--- src/rtl/nv_pg_iso_seq.sv ---
// Per-channel power-gate sequencer with an isolation clamp on the data boundary.
// Each channel steps a thermometer of switch enables, handshakes on pwr_ack and gates isolation.
module nv_pg_iso_seq #(
  parameter int DW       = 32,
  parameter int NCH      = 4,
  parameter int NSTAGE   = 4,
  parameter int STEP_CYC = 8,
  parameter int ACK_TO   = 256
) (
  input  logic                  nvdla_core_clk,
  input  logic                  nvdla_core_rst,
  input  logic [NCH-1:0]        pg_req,
  input  logic [NCH-1:0]        pwr_ack,
  input  logic [NCH*DW-1:0]     data_in,
  output logic [NCH*DW-1:0]     data_out,
  output logic [NCH-1:0]        iso_en,
  output logic [NCH*NSTAGE-1:0] pwr_en,
  output logic [NCH-1:0]        pg_off,
  output logic [NCH-1:0]        pg_busy,
  output logic [NCH-1:0]        pg_err
);

  localparam int CW = (STEP_CYC > 1) ? $clog2(STEP_CYC) : 1;
  localparam int TW = $clog2(ACK_TO + 1);
  localparam logic [CW-1:0] CNT_MAX = CW'(STEP_CYC - 1);
  localparam logic [TW-1:0] TO_MAX  = TW'(ACK_TO);
  localparam logic [TW-1:0] TO_LAST = TW'(ACK_TO - 1);

  typedef enum logic [2:0] {
    OFF,
    UP,
    UP_ACK,
    DEISO,
    ON,
    ISO,
    DOWN,
    DN_ACK
  } state_t;

  for (genvar c = 0; c < NCH; c++) begin : g_ch
    state_t            state;
    logic [CW-1:0]     cnt;
    logic [TW-1:0]     to_cnt;
    logic [NSTAGE-1:0] pe;
    logic              iso;
    logic              off;
    logic              busy;
    logic              err;
    logic              cnt_wrap;

    assign cnt_wrap = (cnt == CNT_MAX);

    always_ff @(posedge nvdla_core_clk or posedge nvdla_core_rst) begin
      if (nvdla_core_rst) begin
        state  <= OFF;
        cnt    <= '0;
        to_cnt <= '0;
        pe     <= '0;
        iso    <= 1'b1;
        off    <= 1'b1;
        busy   <= 1'b0;
        err    <= 1'b0;
      end else begin
        // cnt free-runs; each sequence start reloads it so wraps land on the step grid
        cnt <= cnt_wrap ? '0 : cnt + CW'(1);
        case (state)
          OFF: begin
            if (!pg_req[c]) begin
              state <= UP;
              pe    <= NSTAGE'(1);
              off   <= 1'b0;
              busy  <= 1'b1;
              cnt   <= '0;
            end
          end
          UP: begin
            if (cnt_wrap) begin
              if (&pe) begin
                state  <= UP_ACK;
                to_cnt <= '0;
              end else begin
                pe <= (pe << 1) | NSTAGE'(1);
              end
            end
          end
          UP_ACK: begin
            if (pwr_ack[c]) begin
              state  <= DEISO;
              cnt    <= '0;
              to_cnt <= '0;
            end else begin
              if (to_cnt != TO_MAX) to_cnt <= to_cnt + TW'(1);
              if (to_cnt == TO_LAST) err <= 1'b1;
            end
          end
          DEISO: begin
            if (cnt_wrap) begin
              state <= ON;
              iso   <= 1'b0;
              busy  <= 1'b0;
            end
          end
          ON: begin
            if (pg_req[c]) begin
              state <= ISO;
              iso   <= 1'b1;
              busy  <= 1'b1;
              cnt   <= '0;
            end
          end
          ISO: begin
            if (cnt_wrap) begin
              state <= DOWN;
              pe    <= pe >> 1;
            end
          end
          DOWN: begin
            if (cnt_wrap) begin
              if (pe == '0) begin
                state  <= DN_ACK;
                to_cnt <= '0;
              end else begin
                pe <= pe >> 1;
              end
            end
          end
          DN_ACK: begin
            if (!pwr_ack[c]) begin
              state  <= OFF;
              off    <= 1'b1;
              busy   <= 1'b0;
              to_cnt <= '0;
            end else begin
              if (to_cnt != TO_MAX) to_cnt <= to_cnt + TW'(1);
              if (to_cnt == TO_LAST) err <= 1'b1;
            end
          end
          default: state <= OFF;
        endcase
      end
    end

    assign iso_en[c]                   = iso;
    assign pg_off[c]                   = off;
    assign pg_busy[c]                  = busy;
    assign pg_err[c]                   = err;
    assign pwr_en[c*NSTAGE +: NSTAGE]  = pe;
    assign data_out[c*DW +: DW]        = data_in[c*DW +: DW] & {DW{~iso}};
  end

endmodule

--- config.mk ---
export PLATFORM = sky130hd
export DESIGN_NAME = nv_pg_iso_seq
export DESIGN_NICKNAME = d
export VERILOG_FILES = /design/src/rtl/nv_pg_iso_seq.sv
export SDC_FILE = /design/constraint.sdc
export NUM_CORES = 1
export LEC_CHECK = 0
export CAP_MARGIN = 20
export CORE_AREA = 2 2 116 118
export CTS_CLUSTER_SIZE = 24
export DETAILED_ROUTE_END_ITERATION = 8
export DIE_AREA = 0 0 118 120
export DONT_BUFFER_PORTS = 1
export SETUP_SLACK_MARGIN = 0.3
export SYNTH_ARGS = -nofsm -noshare
export SYNTH_HDL_FRONTEND = slang
export SYNTH_SLANG_ARGS = --single-unit
--- constraint.sdc ---
create_clock -name nvdla_core_clk -period 4.7 [get_ports nvdla_core_clk]
set_input_delay 0.235 -clock nvdla_core_clk [delete_from_list [all_inputs] [get_ports nvdla_core_clk]]
set_output_delay 0.235 -clock nvdla_core_clk [all_outputs]
set_load 0.005 [all_outputs]
==> flow_summary.ini <==
[floorplan]
dieArea_um2 = 14200
fp.coreArea_um2 = 13000
rows = 42
start_util_pct = 49.2
io_pins = 298
die-width_um = 118
die_h_um = 120

[logic_synthesis]
ys.flop_type = dfrtp_1
ys_warn_count = 0
synth_cell_types = 61
synth_area_um2 = 6390
synth_top_family_by_area = simple AND/OR/NAND/NOR gates
muxShareOfSynthArea_pct = 3.35
synth_cells = 762
yosysSeqAreaShare_pct = 36.2
avgSynthCellArea_um2 = 8.39
yosys.area_share.simple_pct = 30.8
synth_seq_cells = 92
yosys.area_share.adder_pct = 4.31
syn_nets = 922
synth_edf_count = 0
yosysTopAreaCellShare_pct = 32.9
yosysTopAreaCell = dfrtp_1
synth_xor_area_share_pct = 1.92
synth.area.top_cells = dfrtp_1 (33%), nor2b_1 (14%), o21ai_0 (5.1%), ha_1 (4.3%), nand2_1 (3.3%)
async_flop_share_pct = 100
synth_compound_area_share_pct = 17.0

[power_and_ir_drop]
p_sw_mw = 1.38
ir_drop_mv = 0.334
pwr-share-clk_pct = 21.6
pwr-share-seq_pct = 42.7
powerDensity_nw_per_um2 = 514
p_int_mw = 2.04
p_leak_nw = 2.72
p_comb_share_pct = 35.7
power.total_mw = 3.41
switching_share_pct = 40.3

[final_layout]
finalCoreUtilization_pct = 51.1
fillCellCount = 1184
multiInputGateArea_um2 = 3670
drive_above_1_share_pct = 5.77
fin_cells = 904
nets = 884
regArea_um2 = 2310
areaGrowthSynthToFinish_pct = 3.86
diodes = 0

[drt]
first_pass_iters = 5
ant_nets = 0
wl_mm = 14.4
drc = 0
drt-vias-per-instance = 5.84
wl_per_cell_um = 15.9
drt_iter0_drc = 488
vias = 5280

[sta]
timing.slew.headroom_pct = 46.1
hold_viol = 0
worst_pin_slew_ps = 808
drv_slew = 0
setup_viol = 0
fin_setup_tns_ps = 0
fin_crit_ps = 2180
timing.hold.ws_ps = 14.4
min_period_over_period_pct = 46.4
clock_skew_ps = 11.1
rsz0062_at_grt = no
timing.fmax_ghz = 0.458

[clocking]
cts.htree.levels = 3
cts_resized = 0
cts_tree = yes
postCtsSetupRepairBufs = 0
cts_buffers = 9
clkSinkCount = 92
clkTransAtPathRegs_ps = 70
cts-hold-fix-buffers = 1
clkLatencyLatePin_ps = 350
root_buffer = clkbuf_16
clk_path_buf_depth = 2

[grt]
track_usage_pct = 20.2
grt_pass1_wl_mm = 23.7
grt-ovfl-total = 0
grt_max_degree = 48
antenna_found_initial = 0
grt_pass1_vias = 4866

[worst_setup_path]
critPathLaunchType = flop
end_kind = flop
cpPeakStageDelay_ps = 540
slowest_stage = or4b_1
cp_cell_sequence = ha_1 -> ha_1 -> nand2_1 -> or4b_1 -> o211a_1 -> o21ai_0 -> o21ai_0
crit_required_ps = 4930
worst_ep_arrival_time_ps = 2410
critPathKind = reg2reg
cp_max_fo = 9

[flow_run]
cap_viol_max_count = 0

[place]
gp_congestion = 0.888
placed_cells = 887
io_buffers = 0
dp_hpwl_mm = 10.6

[status]
status = finished, final reports clean

[worst_hold_path]
hold_class = in2reg
final timing paths:
kind / slack (ps) / end / depth (start not counted) / startpoint
worst max register to register: 2520 / g_ch[0].to_cnt[3] / 7 / g_ch[0].cnt[0]
worst max-delay path: 2520 / g_ch[0].to_cnt[3] / 7 / g_ch[0].cnt[0]
max in group asynchronous: 3150 / g_ch[2].state[1] / 3 / nvdla_core_rst
worst min-delay path: 10 / g_ch[2].off / 2 / pg_req[2]
worst min register to register: 440 / g_ch[0].cnt[0] / 1 / g_ch[0].cnt[0]
min in group asynchronous: 450 / g_ch[0].busy / 2 / nvdla_core_rst
final cells by class:
type | instances | area share (%)
inverters | 32 | 1.83
clock inverters | 4 | 0.754
clock buffers | 11 | 3.66
well taps | 176 | 3.32
multi-input cells | 586 | 55.3
repair buffers | 3 | 0.339
flip-flops and latches | 92 | 34.8
flip-flops by register name, indices dropped and copies added (netlist names):
name,cells
g_ch.iso,4
g_ch.off,4
g_ch.busy,4
g_ch.state,12
g_ch.cnt,12
g_ch.pe,16
g_ch.to_cnt,36
g_ch.err,4
cells by family (layout without fill, tap and decap cells):
| logic type | Yosys count | in the layout |
|---|---|---|
| AND/OR/NAND/NOR | 357 | 357 |
| AO/OA/AOI/OAI | 173 | 173 |
| flip-flops | 92 | 92 |
| buffers and inverters | 84 | 50 |
| adder cells (fa/ha/maj) | 22 | 22 |
| multiplexers | 20 | 20 |
| XOR/XNOR | 14 | 14 |
placed cells by master (no fill, tap or decap), types with 3 or more instances in the layout:
cell type / Yosys / routed
o21ai_0: 65 / 65
mux2_2: 7 / 7
nor3b_1: 8 / 8
nor2_1: 56 / 56
nor2b_1: 138 / 138
inv_1: 32 / 31
nand3_1: 24 / 24
clkbuf_16: 0 / 9
nor4_1: 5 / 5
xnor2_1: 9 / 9
a22o_1: 3 / 3
ha_1: 22 / 22
o21ai_1: 5 / 5
a22oi_1: 4 / 4
and4_1: 3 / 3
and2_1: 7 / 7
o211ai_1: 3 / 3
nand2b_1: 6 / 6
o31ai_1: 11 / 11
nor4b_1: 7 / 7
nand2_1: 57 / 57
xor2_1: 5 / 5
o21a_1: 5 / 5
a21o_1: 8 / 8
dfrtp_1: 84 / 84
nor3_1: 16 / 16
a31oi_1: 11 / 11
and3_1: 15 / 15
dfstp_2: 8 / 8
a21oi_1: 34 / 34
a211oi_1: 4 / 4
nand4_1: 5 / 5
mux2i_1: 12 / 12
layer usage:
layer	routed length, um	up-vias	global-route usage [%]
met1	6540	2558	27.4
met5	0	-	0
li1	-	2535	-
met2	6850	172	32.2
met3	695	15	3.56
met4	273	0	8.36
critical path: cells and delay by family, from the launching register on:
family	cells	cell delay, ps
simple gates	2	670
fa+ha+maj	2	420
compound gates	3	600
flops	1	350
power by group through the flow:
stage | registers [mW] | logic [mW] | clock network (mW)
global route | 1.52 | 1.39 | 0.793
finish | 1.46 | 1.22 | 0.737
CTS | 1.45 | 1.23 | 0.757
floorplan | 1.21 | 1.30 | 0
detailed placement | 1.47 | 1.22 | 0
global placement | 1.45 | 1.18 | 0
through the flow:
step	setup WS [ps]	area, um2
after global routing	2280	6640
after floorplan	2090	6390
after global placement	2490	6330
after detailed placement	2380	6330
final	2520	6640
after CTS	2370	6630
synthesized netlist by cell type, types with 5 or more instances:
cell type	count
o21ai_1	5
xnor2_1	9
and2_1	7
nor4b_1	7
nand2b_1	6
nand3_1	24
buf_2	13
and3_1	15
o31ai_1	11
dfrtp_1	84
ha_1	22
buf_4	17
o21a_1	5
nor3b_1	8
a31oi_1	11
inv_1	32
mux2_2	7
o21ai_0	65
a21oi_1	34
mux2i_1	12
nor2b_1	138
xor2_1	5
dfstp_2	8
nand2_1	57
a21o_1	8
nor4_1	5
nor3_1	16
nand4_1	5
clkbuf_1	16
nor2_1	56
(Power assumes the default switching activity.)
